**src/rtl/pipelined_ripple_adder.sv**
```systemverilog
// pipelined_ripple_adder
//   WIDTH-bit add/subtract split into STAGES carry chunks. The carry between
//   chunks is registered, and a valid/ready handshake gives full backpressure.
//   Stage k adds chunk k of A and B' (B' = sub ? ~b : b) using the carry from
//   stage k-1. Operands travel down the pipe with the beat. Finished low sum
//   chunks collect in an accumulator, so every chunk of a result comes out
//   together. Latency is STAGES cycles and throughput is one beat per cycle.
//
// Ports
//   clk, rst             single rising-edge clock, synchronous active-high reset
//   in_valid / in_ready  operand beat handshake (in_ready is combinational from out_ready)
//   a, b, cin, sub       operands; sub=1 computes a-b (cin ignored)
//   out_valid / out_ready result beat handshake
//   sum, cout            result and carry-out of MSB (sub: 1 = no borrow)
//   ovf                  signed overflow; exists only if PIPE_ADDER_OVF_EN is defined
//
// Build option: `define PIPE_ADDER_OVF_EN adds the ovf port and its logic.
module pipelined_ripple_adder #(
    parameter int unsigned WIDTH  = 16,
    parameter int unsigned STAGES = 4
) (
    input  logic             clk,
    input  logic             rst,
    input  logic             in_valid,
    output logic             in_ready,
    input  logic [WIDTH-1:0] a,
    input  logic [WIDTH-1:0] b,
    input  logic             cin,
    input  logic             sub,
    output logic             out_valid,
    input  logic             out_ready,
    output logic [WIDTH-1:0] sum,
    output logic             cout
`ifdef PIPE_ADDER_OVF_EN
    ,
    output logic             ovf
`endif
);
    localparam int unsigned CHUNK = WIDTH / STAGES;
    // Number of operand-forwarding registers (the last stage needs none).
    localparam int unsigned NR    = (STAGES > 1) ? STAGES - 1 : 1;

    if (STAGES == 0 || (WIDTH % STAGES) != 0) begin : g_bad_cfg
        $error("pipelined_ripple_adder: WIDTH must be a non-zero multiple of STAGES");
    end

    logic [STAGES-1:0] v;             // stage valid bits
    logic [STAGES-1:0] cy;            // registered carry out of each chunk
    logic [STAGES-1:0] adv;           // stage may load this cycle
    logic [WIDTH-1:0]  acc [STAGES];  // sum chunks 0..k finished, upper chunks zero
    logic [WIDTH-1:0]  ra  [NR];      // A forwarded to the next stage
    logic [WIDTH-1:0]  rb  [NR];      // B' forwarded to the next stage

    // A stage can load when the next stage can load or when the stage is empty.
    // This propagates backpressure from the output toward the input within one cycle.
    always_comb begin
        adv = '0;
        adv[STAGES-1] = out_ready | ~v[STAGES-1];
        for (int unsigned i = 0; i + 1 < STAGES; i++) begin
            adv[STAGES-2-i] = adv[STAGES-1-i] | ~v[STAGES-2-i];
        end
    end

    assign in_ready = adv[0];

    for (genvar k = 0; k < STAGES; k++) begin : g_stage
        logic [WIDTH-1:0] a_in;
        logic [WIDTH-1:0] b_in;
        logic [WIDTH-1:0] acc_in;
        logic             c_in;
        logic             v_in;
        logic [CHUNK-1:0] ca;
        logic [CHUNK-1:0] cb;
        logic [CHUNK-1:0] cs;
        logic             co;

        if (k == 0) begin : g_head
            assign a_in   = a;
            assign b_in   = sub ? ~b : b;
            assign acc_in = '0;
            assign c_in   = sub | cin;
            assign v_in   = in_valid;
        end else begin : g_body
            assign a_in   = ra[k-1];
            assign b_in   = rb[k-1];
            assign acc_in = acc[k-1];
            assign c_in   = cy[k-1];
            assign v_in   = v[k-1];
        end

        assign ca = CHUNK'(a_in >> (k * CHUNK));
        assign cb = CHUNK'(b_in >> (k * CHUNK));
        assign {co, cs} = {1'b0, ca} + {1'b0, cb} + {{CHUNK{1'b0}}, c_in};

        always_ff @(posedge clk) begin
            if (rst) begin
                v[k]   <= 1'b0;
                cy[k]  <= 1'b0;
                acc[k] <= '0;
            end else if (adv[k]) begin
                v[k]   <= v_in;
                cy[k]  <= co;
                acc[k] <= acc_in | (WIDTH'(cs) << (k * CHUNK));
            end
        end

        if (k < STAGES - 1) begin : g_fwd
            always_ff @(posedge clk) begin
                if (adv[k]) begin
                    ra[k] <= a_in;
                    rb[k] <= b_in;
                end
            end
        end

`ifdef PIPE_ADDER_OVF_EN
        if (k == STAGES - 1) begin : g_ovf
            // Carry into the MSB is recovered from the MSB sum bit.
            logic msb_cin;
            assign msb_cin = a_in[WIDTH-1] ^ b_in[WIDTH-1] ^ cs[CHUNK-1];

            always_ff @(posedge clk) begin
                if (rst) begin
                    ovf <= 1'b0;
                end else if (adv[k]) begin
                    ovf <= msb_cin ^ co;
                end
            end
        end
`endif
    end

    assign out_valid = v[STAGES-1];
    assign sum       = acc[STAGES-1];
    assign cout      = cy[STAGES-1];

endmodule

```
**config.mk**
```make
export PLATFORM = sky130hd
export DESIGN_NAME = pipelined_ripple_adder
export DESIGN_NICKNAME = d
export VERILOG_FILES = /design/src/rtl/pipelined_ripple_adder.sv
export SDC_FILE = /design/constraint.sdc
export NUM_CORES = 1
export LEC_CHECK = 0
export BUFFER_PORTS_ARGS = -buffer_cell sky130_fd_sc_hd__buf_4
export CAP_MARGIN = 30
export CORE_AREA = 2 2 93 95
export DETAILED_ROUTE_END_ITERATION = 10
export DIE_AREA = 0 0 95 97
export PLACE_DENSITY = 0.8
export SLEW_MARGIN = 20
export SYNTH_ARGS = -nofsm -noshare
export SYNTH_HDL_FRONTEND = slang
export SYNTH_SLANG_ARGS = --single-unit
```
**constraint.sdc**
```tcl
create_clock -name clk -period 6 [get_ports clk]
set_clock_uncertainty 0.05 [all_clocks]
set_input_delay 1.2 -clock clk [delete_from_list [all_inputs] [get_ports clk]]
set_output_delay 1.2 -clock clk [all_outputs]
set_load 0.01 [all_outputs]
```
After elaboration in Yosys (flattened, before gate mapping):

Memory sizes are Yosys's and may differ from the RTL's.
Index checks and enable logic that the tools add are counted.

* output and inout bits: 19
* bits in writable memories: 160
* input port bits: 38
* word-level logic and storage cells: 58
* memories: 3
* bits in registers: 8

Memories
* acc: words 4, width 16, read ports 4, clocked after memory_dff 0, write ports 4, RTL line 50 `logic [WIDTH-1:0] acc [STAGES];`
* ra: words 3, width 16, read ports 3, clocked after memory_dff 0, write ports 3, RTL line 51 `logic [WIDTH-1:0] ra [NR];`
* rb: words 3, width 16, read ports 3, clocked after memory_dff 0, write ports 3, RTL line 52 `logic [WIDTH-1:0] rb [NR];`

* $add $sub $neg: 8
* muxes and demuxes: 22
* bitwise gates (word level): 17

Operator list (number)
* $mux W16: 5
* $add A4 B4 Y5: 4
* $add A5 B1 Y5: 4
* $mux W1: 17
* $not A16 Y16: 1
* $or A16 B12 Y16: 1
* $or A16 B16 Y16: 1
* $or A16 B8 Y16: 1
* $or A1 B1 Y1: 9
* $not A1 Y1: 4

Logic depth before layout (Yosys ltp):

Gate-level depths: netlist (run 1).

* depth after elaboration: 9
* depth in mapped cells: 9
* gate-level depth less buffers: 7

Worst setup path after synthesis (run 1):

OpenSTA, ideal clock, no wires.

* path type: input -> output
* from: input port out_ready
* to: output port in_ready
* data arrival time: 1935 ps
* slack: 2815 ps
* path buffers: 1
* data required time: 4750 ps
* cell stages on the path: 3
* cells stage by stage: and4b_4 -> buf_6 -> nand2_2

* word-level cells in the longest chain between the ends: 4

Ends and longest elaborated chain
* start, declared: RTL line 31 `input logic out_ready,`
* $or A1 B1 Y1: RTL line 58 `adv[STAGES-1] = out_ready | ~v[STAGES-1];`
* $or A1 B1 Y1 (3 in series): RTL line 60 `adv[STAGES-2-i] = adv[STAGES-1-i] | ~v[STAGES-2-i];`
* end, declared: RTL line 25 `output logic in_ready,`

Every way passes these cells.

Worst setup path in the final report (run 1):

Ends and elaborated chain as after synthesis.

==> impl_metrics.sql, run 1 <==
INSERT INTO impl_metrics (metric_group, metric, value, unit) VALUES
('synthesis', 'synth_area_per_inst', '15.5', 'µm²'),
('timing', 'grt_setup_unrepaired', 'false', ''),
('drt', 'first_pass_iters', '4', ''),
('die', 'floorplan.rows', '33', ''),
('timing', 'hold_viol', '0', ''),
('drt', 'postRouteAntennaNets', '0', ''),
('synthesis', 'netlist.area_leader.share', '66.4', '%'),
('cts', 'tritoncts_num_sinks', '96', ''),
('cts', 'cts.repair_timing.setup_buffer_count', '0', ''),
('placed_design', 'post-dp-hpwl', '4060', 'µm'),
('cts', 'worst_skew_pair.late_latency', '350', 'ps'),
('die', 'initial_utilization', '48.9', '%'),
('global_route', 'grt_pass1_vias', '2055', ''),
('power_and_ir_drop', 'seq_power_share', '61.4', '%'),
('status', 'status', 'finished clean', ''),
('placed_design', 'placedCellCount', '407', ''),
('worst_setup_path', 'cp_common_cell', 'buf_4', ''),
('power_and_ir_drop', 'cellInternalPower', '1.02', 'mW'),
('synthesis', 'synth_top_area_cell', 'edfxtp_1', ''),
('synthesis', 'seq_area_frac_synth', '70.4', '%'),
('power_and_ir_drop', 'power', '1.32', 'mW'),
('timing', 'final.period_utilization', '62.2', '%'),
('synthesis', 'synth_area_in_compound_gates', '3.58', '%'),
('global_route', 'grt_first_pass_wirelength', '9320', 'µm'),
('die', 'floorplan.die.height', '97', 'µm'),
('worst_setup_path', 'cp_data_required_time', '4750', 'ps'),
('final_layout', 'design_area', '0.00464', 'mm²'),
('placed_design', 'placement.cell_area', '0.00446', 'mm²'),
('job', 'drv.max_cap_violation_count', '0', ''),
('cts', 'resize_count_post_cts', '0', ''),
('power_and_ir_drop', 'share_comb_of_total_power', '10.7', '%'),
('synthesis', 'synth-edff-count', '88', ''),
('timing', 'final-setup-viol-count', '0', ''),
('placed_design', 'io_buffers', '56', ''),
('final_layout', 'final_net_count', '371', ''),
('power_and_ir_drop', 'power.clock.fraction', '27.9', '%'),
('power_and_ir_drop', 'p_switching', '300', 'µW'),
('power_and_ir_drop', 'leakage', '2.01', 'nW'),
('worst_setup_path', 'max_stage_delay', '440', 'ps'),
('power_and_ir_drop', 'power.share.switching', '22.7', '%'),
('cts', 'hold_buffers', '0', ''),
('timing', 'final-max-slew-violation-count', '0', ''),
('synthesis', 'ys.flop_type', 'edfxtp_1', ''),
('drt', 'drt-vias-per-instance', '4.94', ''),
('drt', 'drt_iter0_markers', '106', ''),
('worst_setup_path', 'worstSetupPathType', 'in2out', ''),
('power_and_ir_drop', 'power_per_cell_area', '285', 'mW/mm²'),
('die', 'core_area', '0.00813', 'mm²'),
('final_layout', 'layout.cells.non_filler', '423', ''),
('synthesis', 'synth.ff_latch_count', '96', ''),
('global_route', 'grt_antenna_before_repair', '0', ''),
('synthesis', 'xor_xnor_portion_of_the_synthesized_cell_area', '3.52', '%'),
('cts', 'htreeDepth', '3', ''),
('cts', 'cts-root-buf', 'clkbuf_8', ''),
('synthesis', 'syn-cell-area', '0.00398', 'mm²'),
('final_layout', 'post_route_cells_drive_above_1_share', '24.8', '%'),
('global_route', 'track_usage', '13.3', '%'),
('placed_design', 'gp_congestion', '0.755', ''),
('synthesis', 'synth.area.mux_share', '0.755', '%'),
('synthesis', 'synth_simple_gate_area_share', '10.7', '%'),
('die', 'io_pins', '57', ''),
('drt', 'wirelength', '5530', 'µm'),
('final_layout', 'layout_stage_area_growth_over_the_synthesis_result', '16.7', '%'),
('global_route', 'grt_start_max_net_pins', '38', ''),
('timing', 'max_slew.worst_pin.slew', '800', 'ps'),
('worst_hold_path', 'timing.hold.worst.class', 'reg2reg', ''),
('drt', 'num_vias', '2090', ''),
('cts', 'worst_setup_hold_path_clk_slew', '80', 'ps'),
('global_route', 'gr-total-overflow', '0', ''),
('drt', 'drcViolationCount', '0', ''),
('die', 'die-area', '0.00922', 'mm²');
-- registers in the layout, indices dropped and copies added (netlist names) --
| register | flops |
|---|---|
| g_stage.c_in | 3 |
| g_stage.v_in | 3 |
| ra | 24 |
| acc | 40 |
| rb | 24 |
| out_valid | 1 |
| cout | 1 |
-- kinds of logic (layout without fill, tap and decap cells) --
family,count (synthesis),count (layout)
adder cells (fa/ha/maj),20,20
XOR/XNOR,16,16
AND/OR/NAND/NOR,73,73
flip-flops,96,96
multiplexers,3,3
buffers and inverters,27,88
AO/OA/AOI/OAI,22,22
-- power groups by stage --
| stage | clock network (mW) | logic [mW] | registers [mW] |
|---|---|---|---|
| final | 0.369 | 0.142 | 0.812 |
| after global routing | 0.417 | 0.161 | 0.818 |
| after CTS | 0.381 | 0.143 | 0.813 |
| after detailed placement | 0 | 0.142 | 0.829 |
| after global placement | 0 | 0.136 | 0.825 |
| after floorplan | 0 | 0.0806 | 0.828 |
-- worst max-delay path: cells and delay by family --
family	cells	cell delay (ps)
buf+inv	2	440
simple gates	2	840
-- cells in the final DEF, fill, tap and decap left out, drive strengths merged, types with 2 or more instances in the layout --
| master | netlist | routed |
|---|---|---|
| nor2 | 12 | 12 |
| xor2 | 16 | 16 |
| nand2 | 4 | 4 |
| or3 | 3 | 3 |
| buf | 8 | 56 |
| dfxtp | 8 | 8 |
| and3b | 2 | 2 |
| a21oi | 6 | 6 |
| nand2b | 2 | 2 |
| nor4 | 3 | 3 |
| nor2b | 8 | 8 |
| and3 | 28 | 28 |
| inv | 16 | 18 |
| a21o | 3 | 3 |
| nor3 | 3 | 3 |
| clkinvlp | 0 | 5 |
| edfxtp | 88 | 88 |
| o21ai | 6 | 6 |
| a211oi | 3 | 3 |
| mux2i | 3 | 3 |
| fa | 8 | 8 |
| a2111oi | 2 | 2 |
| nand3 | 5 | 5 |
| ha | 12 | 12 |
| clkbuf | 3 | 9 |
-- layout make-up --
type / instances / area (µm²)
clock inverter: 7 / 55.1
tap: 105 / 131
multi-input combinational: 134 / 1050
fill: 647 / 3490
clock buffer: 9 / 124
inverter: 16 / 60.1
sequential: 96 / 2800
timing repair buffer: 56 / 420
-- metal layers --
layer  wire, µm  up-vias  global-route usage, %
met2       2810       52                   21.3
met3        235       15                   3.50
met1       2330      976                   16.3
met4        163        0                   7.47
li1           -     1047                      -
met5          0        -                      0
-- path summary, 6_finish.rpt --
| check | start | end | slack (ps) | cells past startpoint |
|---|---|---|---|---|
| hold reg to reg | ra[0][30]$_DFFE_PP_ | ra[0][46]$_DFFE_PP_ | 370 | 0 |
| setup reg to reg | out_valid$_SDFFE_PP0P_ | acc[0][0]$_SDFFCE_PN0P_ | 4140 | 3 |
| hold / removal | ra[0][30]$_DFFE_PP_ | ra[0][46]$_DFFE_PP_ | 370 | 0 |
| setup / recovery | out_ready | in_ready | 2270 | 4 |
-- cell usage after synthesis, drive strengths merged (4+ instances only) --
library cell,instances
inv,16
buf,8
fa,8
o21ai,6
nor2,12
dfxtp,8
a21oi,6
edfxtp,88
nand3,5
nand2,4
ha,12
and3,28
xor2,16
nor2b,8
-- metrics by stage --
stage	hold WS [ps]	utilization [%]
after floorplan	350	-
after global routing	382	57.1
after detailed placement	355	54.9
final	374	57.1
after global placement	354	54.9
after CTS	376	57.1
No activity file was read; power rests on OpenSTA's default activity.
==> run 2, diff against run 1 <==
Settings changed: PLACE_DENSITY 0.8 to 0.83.
Clock period 6 ns to 3.2 ns, I/O delays scaled along.
==> run 2 against run 1 <==
Net effect: final area decreased by 0.38%; sequential power increased by 87%; sequential share of layout area increased by 0.23 points; first-iteration DRC count increased by 7.5%; flip-flop and latch count unchanged; clock power increased by 75%; largest cell class unchanged; register-to-register slack got worse by 2800 ps; hold slack got worse by 0.87 ps; clock-buffer cell count increased by 1.
==> impl_metrics.sql, run 2 (synthesized netlist as in run 1, its figures left out) <==
INSERT INTO impl_metrics (metric_group, metric, value, unit) VALUES
('status', 'status', 'finished clean', ''),
('global_route', 'grt_first_pass_wirelength', '9890', 'µm'),
('worst_setup_path', 'worstSetupPathType', 'in2reg', ''),
('die', 'io_pins', '57', ''),
('final_layout', 'largest_reg_flops', '40', ''),
('global_route', 'track_usage', '14.2', '%'),
('timing', 'final-setup-viol-count', '0', ''),
('die', 'die-area', '0.00922', 'mm²'),
('worst_setup_path', 'cp_data_required_time', '3310', 'ps'),
('global_route', 'grt_pass1_vias', '2102', ''),
('cts', 'cts-root-buf', 'clkbuf_8', ''),
('worst_setup_path', 'crit_chain', 'buf_4 -> or2_2 -> fa_1 -> inv_1 -> fa_1 -> nor2b_1 -> a2111oi_2', ''),
('worst_setup_path', 'max_stage_delay', '390', 'ps'),
('final_layout', 'finish.utilization', '56.9', '%'),
('timing', 'post-route-min-period', '2180', 'ps'),
('drt', 'drcViolationCount', '0', ''),
('cts', 'numCtsBuffers', '9', ''),
('worst_setup_path', 'endpoint_kind', 'flip-flop', ''),
('timing', 'final.period_utilization', '68.1', '%'),
('die', 'core_area', '0.00813', 'mm²'),
('final_layout', 'post_route_cells_drive_above_1_share', '23.8', '%'),
('final_layout', 'layout_common_cells', 'edfxtp_1 (88), buf_4 (57), and3_1 (28), xor2_1 (16), inv_1 (14)', ''),
('power_and_ir_drop', 'cellInternalPower', '1.90', 'mW'),
('timing', 'achievable-frequency', '459', 'MHz'),
('final_layout', 'largest_registers_in_the_final_layout', 'acc (40), ra (24), rb (24)', ''),
('worst_setup_path', 'start_kind', 'input port', ''),
('placed_design', 'io_buffers', '56', ''),
('power_and_ir_drop', 'power.clock.fraction', '26.4', '%'),
('timing', 'final-max-slew-violation-count', '0', ''),
('cts', 'tritoncts_num_sinks', '96', ''),
('drt', 'num_vias', '2096', ''),
('job', 'drv.max_cap_violation_count', '0', ''),
('timing', 'hold_viol', '0', ''),
('final_layout', 'regMostFlops', 'acc', ''),
('drt', 'wirelength', '5820', 'µm'),
('cts', 'cts.repair_timing.setup_buffer_count', '0', ''),
('final_layout', 'final_net_count', '372', ''),
('timing', 'max_slew.worst_pin.slew', '795', 'ps'),
('timing', 'setup_tns', '0', 'ps'),
('worst_hold_path', 'min_delay_src', 'rb[0][8]$_DFFE_PP_', ''),
('global_route', 'grt_antenna_before_repair', '0', ''),
('timing', 'timing.max_slew.rel_slack', '46.9', '%'),
('worst_setup_path', 'worst_setup_path_startpoint', 'sub', ''),
('die', 'floorplan.rows', '33', ''),
('cts', 'resize_count_post_cts', '0', ''),
('drt', 'drt_iter0_markers', '114', ''),
('placed_design', 'post-dp-hpwl', '4250', 'µm'),
('power_and_ir_drop', 'p_switching', '533', 'µW'),
('die', 'die_w', '95', 'µm'),
('timing', 'grt_setup_unrepaired', 'false', ''),
('cts', 'worst_skew_pair.late_latency', '350', 'ps'),
('worst_setup_path', 'cp_slowest_cell', 'fa_1', ''),
('cts', 'cts-root-to-sink-buffers', '2', ''),
('drt', 'first_pass_iters', '4', ''),
('power_and_ir_drop', 'power.share.switching', '21.9', '%'),
('drt', 'post_drt_wl_per_cell', '13.7', 'µm'),
('power_and_ir_drop', 'share_comb_of_total_power', '11.0', '%'),
('placed_design', 'gp_congestion', '0.757', ''),
('drt', 'postRouteAntennaNets', '0', ''),
('power_and_ir_drop', 'peakVddDrop', '0.000241', 'V'),
('worst_setup_path', 'worstPathMaxFanout', '17', ''),
('power_and_ir_drop', 'seq_power_share', '62.6', '%'),
('global_route', 'grt_start_max_net_pins', '38', ''),
('worst_setup_path', 'critPathArrivalTime', '2290', 'ps'),
('final_layout', 'mostFrequentLayoutCell', 'edfxtp_1', ''),
('die', 'floorplan.die.height', '97', 'µm'),
('power_and_ir_drop', 'power_per_cell_area', '527', 'mW/mm²'),
('global_route', 'gr-total-overflow', '0', ''),
('cts', 'hold_buffers', '0', ''),
('drt', 'drt-vias-per-instance', '4.94', ''),
('power_and_ir_drop', 'leakage', '2.02', 'nW'),
('cts', 'htreeDepth', '3', ''),
('die', 'initial_utilization', '48.9', '%'),
('worst_hold_path', 'timing.hold.worst.class', 'reg2reg', ''),
('final_layout', 'layout_stage_area_growth_over_the_synthesis_result', '16.2', '%'),
('final_layout', 'n_antenna_cell', '0', ''),
('worst_setup_path', 'critical_path.reg2reg.startpoint', 'out_valid$_SDFFE_PP0P_', ''),
('worst_setup_path', 'cp_common_cell', 'fa_1', ''),
('cts', 'worst_setup_hold_path_clk_slew', '80', 'ps'),
('cts', 'tritoncts', 'built', '');
run 2: cell count changes in the layout (fill, tap and decap cells not counted):
cell,before,now
clkinvlp_4,5,0
clkinv_1,0,3
clkinv_2,0,3
inv_6,2,0
buf_4,56,57
clkbuf_1,0,1
run 2: per-stage QoR:
step / worst slack [ps] / hold slack, ps / instance area (µm²) / cells / total power [mW]
6_report: 1020 / 374 / 4620 / 424 / 2.44
5_1_grt: 912 / 380 / 4620 / 424 / 2.56
4_1_cts: 1030 / 378 / 4620 / 424 / 2.46
3_5_place_dp: 663 / 355 / 4470 / 408 / 1.82
3_3_place_gp: 789 / 354 / 4470 / 408 / 1.80
2_1_floorplan: 724 / 350 / 3980 / 257 / 1.70
run 2: final timing paths:
path / end / slack (ps) / cells past startpoint
min: rb[0][24]$_DFFE_PP_ / 370 / 0
min reg2reg: rb[0][24]$_DFFE_PP_ / 370 / 0
max: acc[0][2]$_SDFFCE_PN0P_ / 1020 / 7
max reg2reg: acc[1][4]$_SDFFCE_PN0P_ / 1340 / 3
run 2: critical path, delay by kind of cell:
family,cells,cell delay [ps]
adder cells (fa/ha/maj),2,600
AND/OR/NAND/NOR,2,410
AO/OA/AOI/OAI,1,340
buffers and inverters,2,290
run 2: layout make-up:
cell class / instances / area, µm²
inverters: 16 / 60.1
clock inverters: 6 / 26.3
flip-flops and latches: 96 / 2800
repair buffers: 57 / 428
multi-input cells: 134 / 1050
fillers: 635 / 3510
clock buffers: 10 / 128
well taps: 105 / 131
run 2: routing by layer:
layer	vias to the layer above	global-route usage (%)	routed length, µm
met4	0	6.35	81
met2	52	23.5	3090
met1	989	17.3	2360
met3	8	3.82	289
met5	-	0	0
li1	1047	-	-
run 2: power by group through the flow:
| stage | registers [mW] | clock network [mW] | logic [mW] |
|---|---|---|---|
| finish | 1.52 | 0.644 | 0.268 |
| global route | 1.54 | 0.717 | 0.303 |
| detailed placement | 1.55 | 0 | 0.268 |
| floorplan | 1.55 | 0 | 0.151 |
| CTS | 1.53 | 0.663 | 0.269 |
| global placement | 1.55 | 0 | 0.252 |
